<file path="src/rtl/ball_game_ctrl.sv">
// ---------------------------------------------------------------------------
// ball_game_ctrl
// Per-frame game sequencer for the right-player board. Takes a ball handed
// over from the master board, moves it once per frame, judges paddle hits
// from camera pixels inside the ball box, keeps score and hands the ball
// back to the master.
//
// Ports
//   clk, reset_n        clock, asynchronous active-low reset
//   frame_tick          one-cycle pulse per frame (vblank start)
//   start               one-cycle game start/restart pulse
//   pixel_valid,
//   is_hit_area,
//   hit_pixel           per-pixel hit qualifiers from the camera path
//   ball_in_valid/_y/_dy_up   ball hand-over from master
//   ball_x, ball_y      ball top-left position
//   score               hits this game, saturating at MAX_SCORE
//   game_over, is_idle  decoded from the registered state
//   ball_out_valid/_y/_dy_up  ball hand-back to master (one-cycle pulse)
//   state_dbg           current FSM state encoding
//
// Handshake: ball_in_valid and ball_out_valid are single-cycle strobes with
// no back-pressure; the accompanying data is only meaningful in the cycle
// the strobe is high. ball_in_valid is accepted only in WAIT_BALL.
// ---------------------------------------------------------------------------
module ball_game_ctrl #(
    parameter int H_RES      = 640,
    parameter int V_RES      = 480,
    parameter int BALL_SIZE  = 20,
    parameter int BALL_SPEED = 4,
    parameter int HIT_THRESH = 64,
    parameter int MAX_SCORE  = 99
) (
    input  logic       clk,
    input  logic       reset_n,
    input  logic       frame_tick,
    input  logic       start,
    input  logic       pixel_valid,
    input  logic       is_hit_area,
    input  logic       hit_pixel,
    input  logic       ball_in_valid,
    input  logic [9:0] ball_in_y,
    input  logic       ball_in_dy_up,
    output logic [9:0] ball_x,
    output logic [9:0] ball_y,
    output logic [7:0] score,
    output logic       game_over,
    output logic       is_idle,
    output logic       ball_out_valid,
    output logic [9:0] ball_out_y,
    output logic       ball_out_dy_up,
    output logic [2:0] state_dbg
);

    typedef enum logic [2:0] {
        IDLE      = 3'd0,
        WAIT_BALL = 3'd1,
        PLAY_IN   = 3'd2,
        PLAY_OUT  = 3'd3,
        GAME_OVER = 3'd4
    } state_t;

    localparam logic [10:0] X_MAX   = 11'(H_RES - BALL_SIZE);
    localparam logic [10:0] Y_MAX   = 11'(V_RES - BALL_SIZE);
    localparam logic [10:0] SPEED   = 11'(BALL_SPEED);
    localparam logic [9:0]  Y_RESET = 10'(V_RES / 2 - BALL_SIZE / 2);
    localparam logic [15:0] THRESH  = 16'(HIT_THRESH);
    localparam logic [7:0]  SCORE_MAX = 8'(MAX_SCORE);

    state_t      state, state_n;
    logic [9:0]  ball_x_n, ball_y_n;
    logic        dy_up, dy_up_n;
    logic [7:0]  score_n;
    logic [15:0] hit_cnt, hit_cnt_n;
    logic        ball_out_valid_n;
    logic [9:0]  ball_out_y_n;
    logic        ball_out_dy_up_n;

    // 11-bit views so boundary sums never wrap.
    logic [10:0] x_ext, y_ext;
    logic [9:0]  y_step;
    logic        dy_step;
    logic        hit_qual;

    assign x_ext    = {1'b0, ball_x};
    assign y_ext    = {1'b0, ball_y};
    assign hit_qual = pixel_valid & is_hit_area & hit_pixel;

    // Vertical step applied on every in-play tick, including the tick that
    // scores a hit or misses.
    always_comb begin
        y_step  = ball_y;
        dy_step = dy_up;
        if (!dy_up) begin
            if (y_ext + SPEED >= Y_MAX) begin
                y_step  = Y_MAX[9:0];
                dy_step = 1'b1;
            end else begin
                y_step = 10'(y_ext + SPEED);
            end
        end else begin
            if (y_ext <= SPEED) begin
                y_step  = 10'd0;
                dy_step = 1'b0;
            end else begin
                y_step = 10'(y_ext - SPEED);
            end
        end
    end

    always_comb begin
        state_n          = state;
        ball_x_n         = ball_x;
        ball_y_n         = ball_y;
        dy_up_n          = dy_up;
        score_n          = score;
        ball_out_valid_n = 1'b0;
        ball_out_y_n     = ball_out_y;
        ball_out_dy_up_n = ball_out_dy_up;

        // Counter is cleared by the tick; a qualifying pixel on the tick
        // cycle is intentionally dropped.
        hit_cnt_n = hit_cnt;
        if (frame_tick) begin
            hit_cnt_n = 16'd0;
        end else if (hit_qual && hit_cnt != 16'hFFFF) begin
            hit_cnt_n = hit_cnt + 16'd1;
        end

        case (state)
            IDLE, GAME_OVER: begin
                if (start) begin
                    score_n = 8'd0;
                    state_n = WAIT_BALL;
                end
            end
            WAIT_BALL: begin
                if (ball_in_valid) begin
                    ball_x_n = 10'd0;
                    ball_y_n = ({1'b0, ball_in_y} > Y_MAX) ? Y_MAX[9:0] : ball_in_y;
                    dy_up_n  = ball_in_dy_up;
                    state_n  = PLAY_IN;
                end
            end
            PLAY_IN: begin
                if (frame_tick) begin
                    ball_y_n = y_step;
                    dy_up_n  = dy_step;
                    if (hit_cnt >= THRESH) begin
                        score_n = (score >= SCORE_MAX) ? SCORE_MAX : score + 8'd1;
                        state_n = PLAY_OUT;
                    end else if (x_ext + SPEED >= X_MAX) begin
                        ball_x_n = X_MAX[9:0];
                        state_n  = GAME_OVER;
                    end else begin
                        ball_x_n = 10'(x_ext + SPEED);
                    end
                end
            end
            PLAY_OUT: begin
                if (frame_tick) begin
                    ball_y_n = y_step;
                    dy_up_n  = dy_step;
                    if (x_ext <= SPEED) begin
                        ball_x_n         = 10'd0;
                        ball_out_valid_n = 1'b1;
                        ball_out_y_n     = y_step;
                        ball_out_dy_up_n = dy_step;
                        state_n          = WAIT_BALL;
                    end else begin
                        ball_x_n = 10'(x_ext - SPEED);
                    end
                end
            end
            default: state_n = IDLE;
        endcase
    end

    always_ff @(posedge clk or negedge reset_n) begin
        if (!reset_n) begin
            state          <= IDLE;
            ball_x         <= 10'd0;
            ball_y         <= Y_RESET;
            dy_up          <= 1'b0;
            score          <= 8'd0;
            hit_cnt        <= 16'd0;
            ball_out_valid <= 1'b0;
            ball_out_y     <= 10'd0;
            ball_out_dy_up <= 1'b0;
        end else begin
            state          <= state_n;
            ball_x         <= ball_x_n;
            ball_y         <= ball_y_n;
            dy_up          <= dy_up_n;
            score          <= score_n;
            hit_cnt        <= hit_cnt_n;
            ball_out_valid <= ball_out_valid_n;
            ball_out_y     <= ball_out_y_n;
            ball_out_dy_up <= ball_out_dy_up_n;
        end
    end

    assign is_idle   = (state == IDLE) || (state == WAIT_BALL);
    assign game_over = (state == GAME_OVER);
    assign state_dbg = state;

endmodule

</file>
<file path="config.mk">
export PLATFORM = sky130hd
export DESIGN_NAME = ball_game_ctrl
export DESIGN_NICKNAME = d
export VERILOG_FILES = /design/src/rtl/ball_game_ctrl.sv
export SDC_FILE = /design/constraint.sdc
export NUM_CORES = 1
export LEC_CHECK = 0
export ABC_CLOCK_PERIOD_IN_PS = 3410
export CAP_MARGIN = 5
export CORE_ASPECT_RATIO = 1.4
export CORE_MARGIN = 4
export CORE_UTILIZATION = 54
export DETAILED_ROUTE_END_ITERATION = 6
export GPL_TIMING_DRIVEN = 0
export PLACE_DENSITY = 0.87
export SETUP_SLACK_MARGIN = 0.4
export SKIP_LAST_GASP = 1
export SYNTH_ARGS = -nofsm -noshare
export SYNTH_HDL_FRONTEND = slang
export SYNTH_SLANG_ARGS = --single-unit
</file>
<file path="constraint.sdc">
create_clock -name clk -period 3.41 [get_ports clk]
set_input_delay 0.682 -clock clk [delete_from_list [all_inputs] [get_ports clk]]
set_output_delay 0.682 -clock clk [all_outputs]
set_load 0.05 [all_outputs]
</file>
Word level (Yosys, flattened, before mapping)
Index checks and enable logic that the tools add are counted.
{"block": "op_classes", "bitwise_logic": 2, "n_reduce_logical": 14, "n_lt_le_gt_ge": 7, "n_eq_ne": 14, "add_sub_neg": 6, "n_mux": 38}
{"op": "$mux 10", "n": 12}
{"op": "$mux 16", "n": 2}
{"op": "$mux 8", "n": 4}
{"op": "$pmux 10 s3", "n": 1}
{"op": "$add 10x3->11 const B", "n": 2}
{"op": "$mux 3", "n": 7}
{"op": "$le 10x3->1 const B", "n": 2}
{"op": "$pmux 10 s2", "n": 1}
{"op": "$sub 10x3->10 const B", "n": 2}
{"op": "$add 16x1->16 const B", "n": 1}
{"op": "$ge 16x7->1 const B", "n": 1}
{"op": "$ne 16x16->1 const B", "n": 1}
{"op": "$pmux 8 s2", "n": 1}
{"op": "$ne 2x2->1 const B", "n": 7}
{"op": "$pmux 3 s4", "n": 1}
{"op": "$ge 11x10->1 const B", "n": 1}
{"op": "$ge 11x9->1 const B", "n": 1}
{"op": "$gt 10x9->1 const B", "n": 1}
{"op": "$add 8x1->8 const B", "n": 1}
{"op": "$ge 8x7->1 const B", "n": 1}
{"op": "$mux 1", "n": 8}
{"op": "$eq 3x2->1 const B", "n": 2}
{"op": "$reduce_and 3->1", "n": 2}
{"op": "$reduce_and 6->1", "n": 1}
{"op": "14 further kinds", "n": 18}
{"block": "word_totals", "elab_cells": 90, "register_bits": 60}

Logic depth before layout (Yosys ltp)
{"block": "depth", "ltp_word": 6, "mapped_depth": 10, "depth_no_buf": 8}

Worst setup path before layout
No wires, ideal clock.
{"block": "synth_timing", "path_kind": "register to register", "from": "reg ball_y[3]", "to": "reg ball_y[3]", "path_buffers": 2, "t_arrival_ns": 2.668, "synth_period_minus_slack_ns": 2.746, "required_time_ns": 3.332, "setup_time_ns": 0.078, "path_slack_ns": 0.664, "path_stages_with_launch": 10, "cell_sequence": "dfrtp_1 > ha_1 > buf_2 > nand4_1 > or4b_2 > a32o_1 > and4b_1 > buf_2 > a2111oi_0 > a21oi_1"}
{"block": "synth_via", "elab_chain_len": 6}
{"item": "start, declared", "line_no": "45", "rtl": "output logic [9:0] ball_y,"}
{"item": "start signal, assigned", "line_no": "193", "rtl": "ball_y <= ball_y_n;"}
{"item": "$add 10x3->11", "line_no": "99", "rtl": "y_step = 10'(y_ext + SPEED);"}
{"item": "$ge 11x9->1", "line_no": "95", "rtl": "if (y_ext + SPEED >= Y_MAX) begin"}
{"item": "$mux 10", "line_no": "95"}
{"item": "$mux 10 *", "line_no": "94", "rtl": "if (!dy_up) begin"}
{"item": "$mux 10 *", "line_no": "146, 161"}
{"item": "$pmux 10 s2 *", "line_no": "130", "rtl": "case (state)"}
Mark *: on every way between the ends. The rest lies on a longest branch, timed or not. The select of a mux whose other input is x is not followed.
A chain may end at the register's enable or synchronous reset.

Worst setup path in the final report
{"block": "layout_timing", "from": "reg state[0], in the netlist state_dbg[0]", "to": "out game_over"}
{"block": "layout_via", "elab_chain_len": 1}
{"item": "start, declared", "line_no": "70", "rtl": "state_t state, state_n;"}
{"item": "start signal, assigned", "line_no": "191", "rtl": "state <= state_n;"}
{"item": "$eq 3x3->1", "line_no": "204", "rtl": "assign game_over = (state == GAME_OVER);"}
{"item": "end, declared", "line_no": "47", "rtl": "output logic game_over,"}
No other way between the ends.

==> run metrics <==
# rows=36; width of the chip=79.5 um; htree depth=3; Reg clk slew, reported paths=0.07 ns; hold_buf cts=0; Critical Path RT=2.73 ns; register share of total power=24.9%; Worst setup EP type=primary output; Rel. slew slack=46.3%; GRT overflow=0; gpl congestion=1.03; Crit Path Max Fanout=10; Seq/Total Area, Yosys=37.7%; ys flop type=dfrtp_1; drt pass-1 iters=5; WS Path Type=register to primary output; Pint=2.18 mW; pin count of the biggest net entering global routing=41; Yosys warning total=0; RSZ-0062 raised after global routing=no; Inserted Diodes=0; CTS Buffer Depth=2; Post-Place Worst Slack=0.640 ns; final wirelength=10600 um; power density cells=919 mW/mm^2; Layout Nets=559; commonest cells after routing, fill and taps aside=nor2_1 (64), clkdlybuf4s50_1 (59), dfrtp_1 (53), nand2_1 (33), o21ai_0 (31); antenna viol nets, final=0; Overall Global Routing Usage=26.7%; Slew @ Worst Pin=0.798 ns; initial antenna violation count=0; Via-to-Cell Ratio=6.08; dominant cell type by area after synthesis=dfrtp_1; Worst IR Drop VDD=0.733 mV; global-route wire length before repair=18100 um; LEAKAGE=1.97 nW; post-synthesis cell area=0.00386 mm^2; synthesized instance count=456; Post-Syn Area per Cell=8.48 um^2; initial core utilization=55.4%; switching share of power=50.5%; Gate power share=60.3%; largest cells by area after synthesis=dfrtp_1 (34%), nor2_1 (6.2%), o21ai_0 (4.0%); Worst Reg-to-Reg Cells=9; via count=3824; Critical Path AT=2.17 ns; TritonCTS clock tree=yes; number of library cell types mapped by synthesis=71; total die area=0.00859 mm^2; clock tree sinks=58; CTS Root Buffer Type=clkbuf_8; FMAX=0.351 GHz; status=completed; vias in the first global route=3784; fraction of layout instances using a drive strength above 1=8.61%; CP startpoint kind=register; DP HPWL=7760 um; Hold Slack=0.280 ns; Final Hold Viols=0; I/O Pins=64; Port Buffers=60; Clock Skew=0.0127 ns; Post-CTS Setup Bufs=0; part of the cycle the worst path needs=83.6%; worst min-delay path category=input pin to async pin; max_cap viols=0; Reg-to-Reg Start=ball_y[2]$_DFFE_PN1P_; CORE AREA=0.00698 mm^2; final setup vio count=0; CTS resizes=0; async set-or-reset flop fraction in the synthesized netlist=100%; synth-to-layout area growth=24.4%; EDFF count, synth=0; Psw=2.23 mW; Tmin final=2.85 ns; clock buffer count from CTS=9; Die Y-Extent=108 um; Crit Reg-Reg Endpoint=ball_y[3]$_DFFE_PN0P_; wire per inst=16.9 um; worst skew pair latency=0.35 ns; fillers=566; Clock power frac=14.8%; top cell type's share of synthesized area=34.3%; setup tns final=0 ns; Seq cells post-synth=58; commonest non-fill, non-tap cell in the layout=nor2_1; Slew Viols, Final=0; setup slack after layout=0.561 ns; Core Util, Final=68.9%; Post-route DRC=0; 1st-iter DRT viols=317; register-to-register setup slack=0.58 ns
[through the flow]
step / power, mW / cell area (um^2) / std cells
2_1_floorplan: 2.94 / 3870 / 457
3_3_place_gp: 3.68 / 4590 / 612
3_5_place_dp: 3.73 / 4600 / 613
4_1_cts: 4.40 / 4810 / 629
5_1_grt: 4.69 / 4810 / 629
6_report: 4.42 / 4810 / 629
[logic make-up after synthesis]
| family | count (synthesis) | share of synthesized area (%) |
|---|---|---|
| and+or+nand+nor | 196 | 26.1 |
| AOI/OAI and AO/OA | 119 | 20.0 |
| DFF | 58 | 37.7 |
| buffers and inverters | 45 | 6.34 |
| xor gates and xnor gates | 20 | 4.53 |
| adders and majority gates | 11 | 3.56 |
| muxes | 6 | 1.65 |
| other | 1 | 0.0970 |
[critical path: stages (launching register included)]
cell	delay, ns
dfrtp_1	0.47
clkbuf_1	0.26
nor3b_1	0.25
clkdlybuf4s50_1	0.83
[cell type report]
type / instances / area [um^2] / area share, %
Buffer: 28 / 181 / 3.77
Timing Repair Buffer: 61 / 616 / 12.8
Clock inverter: 6 / 66.3 / 1.38
Inverter: 17 / 63.8 / 1.33
Sequential cell: 58 / 1460 / 30.3
Tap cell: 95 / 119 / 2.47
Clock buffer: 10 / 138 / 2.86
Multi-Input combinational cell: 354 / 2170 / 45.1
[power groups by stage]
stage / Sequential, mW / Clock, mW / Combinational (mW)
floorplan: 1.63 / 0 / 1.31
global placement: 1.09 / 0 / 2.59
detailed placement: 1.10 / 0 / 2.63
CTS: 1.09 / 0.667 / 2.64
global route: 1.13 / 0.701 / 2.86
finish: 1.10 / 0.655 / 2.66
[layer usage]
layer | vias to the layer above | track usage [%] | routed length [um]
met4 | 0 | 14.7 | 410
met3 | 29 | 4.50 | 750
met5 | - | 0 | 0
met2 | 174 | 44.7 | 5320
li1 | 1807 | - | -
met1 | 1814 | 32.4 | 4150
[Yosys cell counts, drive strengths merged, types with 6 or more instances]
cell,instances
nor2,64
nand3,23
xnor2,6
nand4,11
a21oi,26
a22oi,6
o22ai,6
or3,6
and3,10
a31oi,9
inv,17
buf,10
dfrtp,53
o21ai,32
xor2,14
nor3,8
ha,11
nand2,33
nand2b,6
clkbuf,17
[worst max-delay path by stage]
stage	startpoint	to	slack [ns]
2_1_floorplan	ball_y[3]$_DFFE_PN0P_	ball_y[3]$_DFFE_PN0P_	0.66
3_3_place_gp	reset_n	ball_x[2]$_DFFE_PN0P_	-0.18
6_report	state_dbg[0]$_DFFE_PN0P_	game_over	0.56
4_1_cts	state_dbg[0]$_DFFE_PN0P_	game_over	0.56
5_1_grt	ball_y[2]$_DFFE_PN1P_	ball_y[3]$_DFFE_PN0P_	0.40
3_5_place_dp	ball_x[2]$_DFFE_PN0P_	ball_out_dy_up$_DFFE_PN0P_	0.64
[sequential cells by signal, summed over array words and instances, names as in the netlist, 3 cells and up]
name        count
ball_out_y     10
score           8
ball_x          8
hit_cnt        16
state_dbg       3
ball_y         10
(Power assumes the default switching activity.)
